[src/rtl/pc_gen.sv]
// Fetch PC generator: boot sequencing, next-PC selection and early jump adder.
// Optional redirect/exception counters under LEN5_PCGEN_REDIRECT_CNT_EN.
module pc_gen #(
    parameter int unsigned          XLEN       = 64,
    parameter logic [XLEN-1:0]      BOOT_PC    = '0,
    parameter int unsigned          ILEN_BYTES = 4
) (
    input  logic            clk_i,
    input  logic            rst_ni,
    input  logic            comm_except_raised_i,
    input  logic [XLEN-1:0] comm_except_pc_i,
    input  logic            bu_res_valid_i,
    input  logic            bu_mispredict_i,
    input  logic [XLEN-1:0] bu_res_target_i,
    input  logic            bpu_taken_i,
    input  logic [XLEN-1:0] bpu_target_i,
    input  logic            early_jump_valid_i,
    input  logic [XLEN-1:0] early_jump_base_i,
    input  logic [XLEN-1:0] early_jump_offs_i,
    output logic [XLEN-1:0] early_jump_target_o,
    input  logic            mem_ready_i,
    output logic            mem_valid_o,
    output logic [XLEN-1:0] pc_o,
    output logic [XLEN-1:0] pred_pc_o,
    output logic [XLEN-1:0] pred_target_o,
    output logic            pred_taken_o,
`ifdef LEN5_PCGEN_REDIRECT_CNT_EN
    output logic [31:0]     redirect_cnt_o,
    output logic [31:0]     except_cnt_o,
`endif
    output logic            redirect_o
);

    typedef enum logic [1:0] {
        RESET = 2'd0,
        BOOT  = 2'd1,
        RUN   = 2'd2
    } state_t;

    typedef struct packed {
        logic [XLEN-1:0] pc;
        logic [XLEN-1:0] target;
        logic            taken;
    } prediction_t;

    localparam logic [XLEN-1:0] ALIGN_MASK = ~XLEN'(3);
    localparam logic [XLEN-1:0] PC_INC     = XLEN'(ILEN_BYTES);

    state_t          state_q, state_d;
    logic [XLEN-1:0] pc_q, pc_d;
    logic            except_redir;
    prediction_t     pred;

    assign early_jump_target_o = early_jump_base_i + early_jump_offs_i;

    always_comb begin
        state_d      = state_q;
        pc_d         = pc_q;
        mem_valid_o  = 1'b0;
        redirect_o   = 1'b0;
        except_redir = 1'b0;
        case (state_q)
            RESET: state_d = BOOT;
            BOOT:  state_d = RUN;
            RUN: begin
                mem_valid_o = 1'b1;
                // redirects win even without a handshake; request is dropped
                if (comm_except_raised_i) begin
                    pc_d         = comm_except_pc_i & ALIGN_MASK;
                    redirect_o   = 1'b1;
                    except_redir = 1'b1;
                end else if (bu_res_valid_i && bu_mispredict_i) begin
                    pc_d       = bu_res_target_i & ALIGN_MASK;
                    redirect_o = 1'b1;
                end else if (early_jump_valid_i) begin
                    pc_d       = early_jump_target_o & ALIGN_MASK;
                    redirect_o = 1'b1;
                end else if (mem_ready_i && bpu_taken_i) begin
                    pc_d = bpu_target_i & ALIGN_MASK;
                end else if (mem_ready_i) begin
                    pc_d = (pc_q + PC_INC) & ALIGN_MASK;
                end
            end
            default: state_d = RESET;
        endcase
    end

    always_ff @(posedge clk_i or negedge rst_ni) begin
        if (!rst_ni) begin
            state_q <= RESET;
            pc_q    <= BOOT_PC;
        end else begin
            state_q <= state_d;
            pc_q    <= pc_d;
        end
    end

    assign pred = '{pc: pc_q, target: bpu_target_i, taken: bpu_taken_i};

    assign pc_o          = pc_q;
    assign pred_pc_o     = pred.pc;
    assign pred_target_o = pred.target;
    assign pred_taken_o  = pred.taken;

`ifdef LEN5_PCGEN_REDIRECT_CNT_EN
    logic [31:0] redir_cnt_q, exc_cnt_q;

    always_ff @(posedge clk_i or negedge rst_ni) begin
        if (!rst_ni) begin
            redir_cnt_q <= '0;
            exc_cnt_q   <= '0;
        end else begin
            if (redirect_o && (redir_cnt_q != '1))
                redir_cnt_q <= redir_cnt_q + 32'd1;
            if (except_redir && (exc_cnt_q != '1))
                exc_cnt_q <= exc_cnt_q + 32'd1;
        end
    end

    assign redirect_cnt_o = redir_cnt_q;
    assign except_cnt_o   = exc_cnt_q;
`else
    logic unused_except;
    assign unused_except = except_redir;
`endif

endmodule

[config.mk]
export PLATFORM = sky130hd
export DESIGN_NAME = pc_gen
export DESIGN_NICKNAME = d
export VERILOG_FILES = /design/src/rtl/pc_gen.sv
export SDC_FILE = /design/constraint.sdc
export NUM_CORES = 1
export LEC_CHECK = 0
export CAP_MARGIN = 5
export CORE_AREA = 8 8 225 227
export DETAILED_ROUTE_END_ITERATION = 12
export DIE_AREA = 0 0 233 235
export GPL_TIMING_DRIVEN = 0
export PLACE_DENSITY = 0.56
export SYNTH_ARGS = -nofsm -noshare
export SYNTH_HDL_FRONTEND = slang
export SYNTH_SLANG_ARGS = --single-unit
[constraint.sdc]
create_clock -name clk_i -period 5.8 [get_ports clk_i]
set_clock_uncertainty 0.15 [all_clocks]
set_input_delay 0.87 -clock clk_i [delete_from_list [all_inputs] [get_ports clk_i]]
set_output_delay 0.87 -clock clk_i [all_outputs]
set_load 0.02 [all_outputs]
==> results_dict.tcl <==
set metrics [dict create \
    ys_top_cells_by_area "dfrtp_1 15%, buf_4 9.5%, a21oi_1 7.5%, ha_1 7.5%, o21ai_0 6.1%" \
    wl_met1_mm 30.8 \
    hold_buffers 0 \
    final_hold_viol_count 0 \
    grt_pass1_wl_mm 105 \
    routedWlPerCell_um 27.7 \
    vias 14600 \
    fp.dieH_um 235 \
    grt_use_total 0.259 \
    h-tree-depth 3 \
    synth_cell_type_count 81 \
    max_freq_mhz 176 \
    cts-root-buf "clkbuf_16" \
    yosysTopAreaCell "dfrtp_1" \
    drtIter0Drc 1228 \
    async_flop_share 1.00 \
    dr_wl_met2_mm 36.6 \
    gp_congestion 0.927 \
    drive_gt1_frac 0.101 \
    power_uw 3500 \
    synth_area_mm2 0.0107 \
    clk_latency_ns 0.35 \
    dp_cells 2701 \
    timing.rr.end "pc_o[60]" \
    cts_buffers 9 \
    vdd_ir_drop_max_mv 0.113 \
    synth-seq-cells 64 \
    dieArea_mm2 0.0548 \
    fin_crit_sh 0.978 \
    synth_most_common_cell "a21oi_1" \
    antenna_found_initial 16 \
    end_kind "output port" \
    drv_slew 0 \
    cts_sinks 64 \
    crit_slowest_cell "clkdlybuf4s50_1" \
    fin_crit_ns 5.67 \
    final_area_mm2 0.0178 \
    tightest_slew_ns 1.04 \
    nNetsFinal 2494 \
    synth-edff-count 0 \
    place_area_mm2 0.0172 \
    reg2reg_depth 10 \
    viasPerCell 5.34 \
    cts_tree "yes" \
    startpoint_type "input port" \
    cpPeakStageDelay_ns 0.64 \
    p_leak_uw 0.00706 \
    grt-ovfl-total 0 \
    max_slew_margin 0.306 \
    firstDrtPassIters 5 \
    powerDensity_mw_per_mm2 197 \
    netlist_instances 1507 \
    drc 0 \
    avgSynthCellArea_um2 7.08 \
    final_cells 2731 \
    start_util 0.226 \
    critical_path_class "in -> out" \
    crit_chain "clkdlybuf4s50_1, ha_1, fa_1, a21o_1, a21oi_2, o21ai_1, a2111oi_4, o31ai_1, a21oi_2, o21ai_0, xor2_2, clkdlybuf4s50_1" \
    setup_violations 0 \
    yosys_warnings 0 \
    cp_data_required_time_ns 4.78 \
    rows 80 \
    grt_max_degree 59 \
    die_w_um 233 \
    worstPathMaxFanout 4 \
    cts_buffer_depth 2 \
    utilization 0.377 \
    hp-class "in -> async" \
    synthFlopType "dfrtp_1" \
    areaGrowthSynthToFinish_pct 66.5 \
    clkSlewWorstSetupHoldPaths_ns 0.06 \
    top_layer "met5" \
    ys_top_cells_by_count "160 x a21oi_1, 135 x buf_4, 130 x o21ai_0, 125 x nand2_1, 125 x nor2_1" \
    grt_pass1_vias 14600 \
    status "completed" \
    rrSetupSlack_ns 1.41 \
    netlist.area_leader.share 0.150 \
    tns_ns 0 \
    drtAntennaViolNets 0 \
    coreArea_mm2 0.0471 \
    wl_met3_mm 5.61 \
    wirelength_mm 75.7 \
    dp_hpwl_mm 63.0 \
    rr_startpoint "pc_o[19]" \
    drv_cap 0 \
    io_pins 587 \
    worstPathArrival_ns 4.65 \
    yosysSeqAreaShare 0.150 \
    portBuffers 575 \
]
critical path, delay by kind of cell:
kind	cells	cell delay (ns)
fa+ha+maj	2	0.65
xor+xnor	1	0.23
buf+inv	2	1.04
compound gates	7	1.86
state kept, by name, summed over array words and instances (netlist names):
signal and flops:
state_q 2, pc_o 62
layout make-up:
cell class | instances | area (um2)
clock inverters | 6 | 83.8
plain buffers | 221 | 1350
clock buffers | 10 | 229
well taps | 615 | 769
fillers | 5094 | 29400
diodes | 10 | 25.0
repair buffers | 581 | 5830
flip-flops and latches | 64 | 1600
inverters | 20 | 75.1
multi-input cells | 1204 | 7800
what timing repair did:
item	in CTS	in global routing
gates resized for setup	26	17
cloned	0	0
endpoints found under the setup margin	31	21
setup buffers	3	2
pin swaps	2	2
cell usage in the layout (no fill, tap or decap), types with 7 or more instances in the layout:
cell / count
clkdlybuf4s50_1: 561
a21oi_1: 156
buf_4: 141
o21ai_0: 128
nand2_1: 125
nor2_1: 124
clkbuf_1: 74
ha_1: 64
dfrtp_1: 64
xnor2_1: 53
xor2_1: 53
a211oi_1: 51
nand3_1: 49
a21o_1: 43
nand4_1: 37
nor3_1: 32
and3_1: 27
inv_1: 20
o211ai_1: 17
nand3b_1: 17
or3_1: 16
and2_1: 13
a221oi_1: 12
o21bai_1: 11
a31oi_1: 11
nand2b_1: 11
diode_2: 10
o21a_1: 10
buf_2: 9
clkbuf_16: 9
nor4_1: 8
o31ai_1: 7
a221o_1: 7
worst max path at each step:
| stage | to | cells after the start | slack [ns] | startpoint |
|---|---|---|---|---|
| after global routing | early_jump_target_o[55] | 11 | -0.05 | early_jump_base_i[1] |
| after detailed placement | early_jump_target_o[63] | 12 | -0.50 | early_jump_base_i[1] |
| final | early_jump_target_o[26] | 12 | 0.13 | early_jump_base_i[0] |
| after global placement | early_jump_target_o[63] | 12 | -0.46 | early_jump_base_i[1] |
| after floorplan | early_jump_target_o[60] | 12 | 1.25 | early_jump_base_i[0] |
| after CTS | early_jump_target_o[60] | 15 | -0.03 | early_jump_base_i[35] |
where the power goes:
part           total, uW  switching [uW]  internal (uW)
Sequential           662             158            503
Clock                621             245            376
Combinational       2220            1200           1010
metal layers:
metal	vias to the layer above	global-route usage
li1	6588	-
met1	7123	0.316
met2	738	0.444
met3	112	0.0508
met4	10	0.0931
met5	-	0
cell families after synthesis:
| kind of cell | count (synthesis) | synth area share |
|---|---|---|
| simple gates | 498 | 0.234 |
| mux | 6 | 0.00586 |
| flops | 64 | 0.150 |
| fa+ha+maj | 65 | 0.0769 |
| xor+xnor | 112 | 0.0919 |
| buf+inv | 242 | 0.134 |
| other cells | 1 | 0.000351 |
| compound gates | 519 | 0.307 |
stage by stage:
step	worst slack, ns	hold WS (ns)
4_1_cts	-0.0304	0.173
3_5_place_dp	-0.504	0.305
3_3_place_gp	-0.458	0.298
5_1_grt	-0.0471	0.180
2_1_floorplan	1.25	0.287
6_report	0.125	0.187
Power figures use the tool's default switching activity.
